<file path="config.mk">
export PLATFORM = sky130hd
export DESIGN_NAME = uart_tx_ctrl
export DESIGN_NICKNAME = d
export VERILOG_FILES = /design/src/rtl/uart_pkg.sv /design/src/rtl/uart_baud_tick.sv /design/src/rtl/uart_tx_ctrl.sv
export SDC_FILE = /design/constraint.sdc
export NUM_CORES = 1
export LEC_CHECK = 0
export ABC_CLOCK_PERIOD_IN_PS = 2100
export CORE_UTILIZATION = 30
export DETAILED_ROUTE_END_ITERATION = 6
export GPL_TIMING_DRIVEN = 0
export HOLD_SLACK_MARGIN = 0.02
export PLACE_DENSITY_LB_ADDON = 0.1
export REMOVE_ABC_BUFFERS = 1
export SYNTH_ARGS = -nofsm -noshare
export SYNTH_HDL_FRONTEND = slang
export SYNTH_SLANG_ARGS = --single-unit
export TNS_END_PERCENT = 1
</file>
<file path="constraint.sdc">
create_clock -name clk -period 2.1 [get_ports clk]
set_clock_uncertainty 0.2 [all_clocks]
set_input_delay 0.525 -clock clk [delete_from_list [all_inputs] [get_ports clk]]
set_output_delay 0.525 -clock clk [all_outputs]
set_load 0.02 [all_outputs]
</file>
<file path="src/rtl/uart_pkg.sv">
// Shared types and constants for the UART transmit path.
// Frame layout: start bit, DATA_BITS data bits LSB-first, stop bit.
package uart_pkg;

  typedef enum logic [1:0] {
    IDLE,
    START,
    DATA,
    STOP
  } tx_state_t;

  localparam logic START_BIT = 1'b0;
  localparam logic STOP_BIT  = 1'b1;

  function automatic int unsigned num_bits(input int unsigned data_bits);
    return data_bits + 2;
  endfunction

endpackage

</file>
<file path="src/rtl/uart_baud_tick.sv">
// Bit-period counter: counts 0..CLKS_PER_BIT-1 while enabled.
// tick is high on the terminal count, which is the last cycle of a serial bit.
module uart_baud_tick #(
  parameter int unsigned CLKS_PER_BIT = 16
) (
  input  logic clk,
  input  logic rst,
  input  logic clr,
  input  logic en,
  output logic tick
);

  localparam int unsigned CNT_W = (CLKS_PER_BIT > 1) ? $clog2(CLKS_PER_BIT) : 1;
  localparam logic [CNT_W-1:0] LAST = CNT_W'(CLKS_PER_BIT - 1);

  logic [CNT_W-1:0] cnt;

  assign tick = en && (cnt == LAST);

  // Wraps to zero on the terminal count, so it never exceeds LAST.
  always_ff @(posedge clk) begin
    if (rst || clr) begin
      cnt <= '0;
    end else if (en) begin
      cnt <= tick ? '0 : cnt + 1'b1;
    end
  end

endmodule

</file>
<file path="src/rtl/uart_tx_ctrl.sv">
// UART transmit controller: valid/ready byte intake, frame shift register,
// and start/data/stop sequencing at CLKS_PER_BIT clocks per bit.
module uart_tx_ctrl
  import uart_pkg::*;
#(
  parameter int unsigned DATA_BITS    = 8,
  parameter int unsigned CLKS_PER_BIT = 16
) (
  input  logic                 clk,
  input  logic                 RST,
  input  logic                 tx_valid,
  input  logic [DATA_BITS-1:0] tx_data,
  output logic                 tx_ready,
  output logic                 tx,
  output logic                 busy,
  output logic                 tx_done
);

  localparam int unsigned NUM_BIT = num_bits(DATA_BITS);
  localparam int unsigned BIT_W   = (DATA_BITS > 1) ? $clog2(DATA_BITS) : 1;
  localparam logic [BIT_W-1:0] BIT_LAST = BIT_W'(DATA_BITS - 1);

  tx_state_t          state;
  tx_state_t          state_next;
  logic [NUM_BIT-1:0] frame;
  logic [BIT_W-1:0]   bit_cnt;
  logic               load;
  logic               shift;
  logic               baud_tick;
  logic               last_bit;
  logic               done_q;

  uart_baud_tick #(
    .CLKS_PER_BIT(CLKS_PER_BIT)
  ) u_baud (
    .clk  (clk),
    .rst  (RST),
    .clr  (load),
    .en   (busy),
    .tick (baud_tick)
  );

  // The baud counter only runs while busy, so its tick already implies a frame in flight.
  assign shift    = baud_tick;
  assign last_bit = (bit_cnt == BIT_LAST);

  always_ff @(posedge clk) begin
    if (RST) begin
      state <= IDLE;
    end else begin
      state <= state_next;
    end
  end

  always_comb begin
    state_next = state;
    unique case (state)
      IDLE:  if (tx_valid)              state_next = START;
      START: if (baud_tick)             state_next = DATA;
      DATA:  if (baud_tick && last_bit) state_next = STOP;
      STOP:  if (baud_tick)             state_next = IDLE;
      default:                          state_next = IDLE;
    endcase
  end

  always_comb begin
    tx_ready = (state == IDLE);
    busy     = (state != IDLE);
    load     = tx_ready && tx_valid;
  end

  // tx is the frame register LSB; idle frame is all ones so the line rests high.
  always_ff @(posedge clk) begin
    if (RST) begin
      frame   <= '1;
      bit_cnt <= '0;
    end else if (load) begin
      frame   <= {STOP_BIT, tx_data, START_BIT};
      bit_cnt <= '0;
    end else if (shift) begin
      frame <= {STOP_BIT, frame[NUM_BIT-1:1]};
      if (state == DATA) begin
        bit_cnt <= last_bit ? '0 : bit_cnt + 1'b1;
      end
    end
  end

  always_ff @(posedge clk) begin
    if (RST) begin
      done_q <= 1'b0;
    end else begin
      done_q <= (state == STOP) && baud_tick;
    end
  end

  assign tx      = frame[0];
  assign tx_done = done_q;

endmodule
</file>
==> results.toml <==
[power]
clkPwrFrac_pct = 17.4
p_switching_mw = 0.4254
ir_drop_mv = 0.3566
p_leak_nw = 0.5209
p_per_area_nw_per_um2 = 998.9
swShare_pct = 38.11
pwr-share-comb_pct = 40.1
p_int_mw = 0.6907
p_seq_share_pct = 42.5

[route]
first_pass_iters = 4
drc = 0
routed_wl_um = 1818
wl_per_cell_um = 11.43
route.met2.wl_um = 799
drt_iter0_drc = 13
vias = 780
highest_layer = "met4"
wl_met1_um = 943
wl_met3_um = 56
final_antenna_net_count = 0
avgViaCountPerCell = 4.906

[setup_path]
cp.arrival_ns = 2.03
start_kind = "flop"
path_max_fanout = 17
reg2reg_depth = 6
path_cells = "inv_1, ha_4, and4b_4, nand2_2, a211oi_2, mux2i_1"
crit_path_max_incr_delay_ns = 0.50
cp_slowest_cell = "and4b_4"
cp-end-kind = "flop"
critical_path_class = "reg -> reg"
cp_data_required_time_ns = 2.13

[sta]
slew_headroom_pct = 68.03
finalWorstSetupSlack_ns = 0.1029
rsz0062_at_grt = "no"
slew_viol_final = 0
clock.fmax_ghz = 0.5007
hold_ws_ns = 0.2702
layout_min_cycle_time_ns = 1.997
tightest_slew_ns = 0.4783
hold_viol_final = 0
setup-violations-final = 0
fin_crit_sh_pct = 95.10
tns_ns = 0

[yosys]
synth-seq-cells = 19
async_flop_share_pct = 0
synthCells = 115
synth_top_family_by_area = "simple AND/OR/NAND/NOR gates"
yosys_warnings = 0
ys_types = 26
synth_edf_count = 0
synth_area_sq_um = 939.7
avgSynthCellArea_sq_um = 8.171
yosysSeqAreaShare_pct = 40.48
synth_compound_area_share_pct = 11.72
synth_mux_area_share_pct = 1.065
synth_fa_ha_area_share_pct = 9.321
synth-xor-area-share_pct = 1.864
synth_simple_gate_area_share_pct = 29.43
synthFlopType = "dfxtp_1"

[layout]
final_util_pct = 39.17
final_area_sq_um = 1117
final_nets = 147
layout-drive-gt1-share_pct = 10.16
area_growth_pct = 18.91
num_antenna_cells = 0

[die]
ioPinCount = 15
die_w_um = 57.97
die_h_um = 57.97
rows = 19
core_sq_um = 2853
die_area_sq_um = 3360
initial_core_util_pct = 32.94

[global_route]
grt_max_degree = 18
gr-total-overflow = 0
grt_pass1_vias = 710
grt.total_usage_pct = 11.84
grt_pass1_wl_um = 3042
antenna_found_initial = 0

[clocking]
clk_pin_slew_ns = 0.13
cts_tree = "done"
clockBufferDepth = 2
clk_latency_ns = 0.30
cts_setup_buffers = 0
cts_root_buf = "clkbuf_4"
h-tree-depth = 1
clock_sinks = 19
cts_inserted_buffers = 3

[place]
postPlaceCellArea_sq_um = 1076
dpl_worst_slack_ns = -0.3905
gp_congestion = 0.6994
io_buffers = 14
place_hpwl_um = 1241

[min_path]
hold_path_class = "reg -> reg"
hold_depth = 2

[outcome]
status = "complete, no violations"

[run]
maxCapViolCount = 0
-- power groups by stage --
| stage | Combinational, mW | Clock (mW) | Sequential (mW) |
|---|---|---|---|
| 2_1_floorplan | 0.304 | 0 | 0.472 |
| 6_report | 0.447 | 0.195 | 0.474 |
| 4_1_cts | 0.436 | 0.202 | 0.471 |
| 3_5_place_dp | 0.446 | 0 | 0.475 |
| 3_3_place_gp | 0.445 | 0 | 0.473 |
| 5_1_grt | 0.510 | 0.217 | 0.482 |
-- worst paths after layout --
check                   from    endpoint  slack [ns]
setup / recovery    state[0]    state[1]        0.10
hold / removal    bit_cnt[1]  bit_cnt[1]        0.27
setup reg to reg    state[0]    state[1]        0.10
hold reg to reg   bit_cnt[1]  bit_cnt[1]        0.27
-- metal layers --
| layer | up-vias | global-route usage, % |
|---|---|---|
| li1 | 414 | - |
| met1 | 355 | 15.10 |
| met2 | 9 | 18.56 |
| met3 | 2 | 2.902 |
| met4 | 0 | 6.122 |
| met5 | - | 0 |
-- critical path: cells and delay by family (launching register included) --
kind                       cells  cell delay, ns
buffers and inverters          1            0.08
muxes                          1            0.20
adders and majority gates      1            0.20
DFF                            1            0.38
AOI/OAI and AO/OA              1            0.28
and+or+nand+nor                2            0.59
-- cell type report --
| type | count | area [sq um] |
|---|---|---|
| clock buffer | 3 | 22.52 |
| fill | 299 | 1735 |
| clock inverter | 1 | 5.005 |
| sequential | 19 | 385.4 |
| inverter | 4 | 15.01 |
| tap | 31 | 38.79 |
| multi-input combinational | 87 | 520.5 |
| timing repair buffer | 14 | 130.1 |
-- state kept, by name (all words and copies together), names as in the netlist --
name,flops
bit_cnt,3
frame,9
state,2
tx_done,1
u_baud.cnt,4
-- what timing repair did --
action	CTS	global route
gates resized for setup	11	4
gates cloned	0	0
endpoints found under the setup margin	16	3
pin swaps	0	1
hold buffers	0	0
-- synth_stat cells (2+ instances only) --
cell       n  area share, %
buf_6      3            3.6
nor2_1    15            6.0
xor2_1     2            1.9
dfxtp_1   19             40
ha_1       7            9.3
a21oi_1    5            2.7
nand2_1   25             10
nand4b_1   2            1.9
o21ai_0    5            2.7
nand3_1    3            1.6
o21ai_1    3            1.6
inv_1      4            1.6
nor3_1     2            1.1
and3_1     8            5.3
-- placed cells by master, fill, tap and decap left out, types with 2 or more instances in the layout --
| cell | netlist | layout |
|---|---|---|
| clkdlybuf4s50_1 | 0 | 12 |
| clkbuf_4 | 0 | 3 |
| a21oi_1 | 5 | 5 |
| nand4b_1 | 2 | 2 |
| nand2_1 | 25 | 24 |
| o21ai_1 | 3 | 3 |
| xor2_1 | 2 | 2 |
| ha_1 | 7 | 6 |
| nor2_1 | 15 | 15 |
| nand3_1 | 3 | 3 |
| o21ai_0 | 5 | 5 |
| inv_1 | 4 | 4 |
| dfxtp_1 | 19 | 17 |
| and3_1 | 8 | 8 |
| nor3_1 | 2 | 2 |
-- stage by stage --
stage | total power [mW] | cells
detailed placement | 0.9212 | 155
global placement | 0.9174 | 155
finish | 1.116 | 159
global route | 1.209 | 159
CTS | 1.109 | 159
floorplan | 0.7757 | 110
-- cell families (layout without fill, tap and decap cells) --
family                   Yosys count  count (layout)
buffers and inverters              9              22
multiplexers                       1               1
XOR/XNOR                           2               2
AO/OA/AOI/OAI                     18              18
AND/OR/NAND/NOR                   59              59
flip-flops                        19              19
adder cells (fa/ha/maj)            7               7
(Power assumes the default switching activity.)
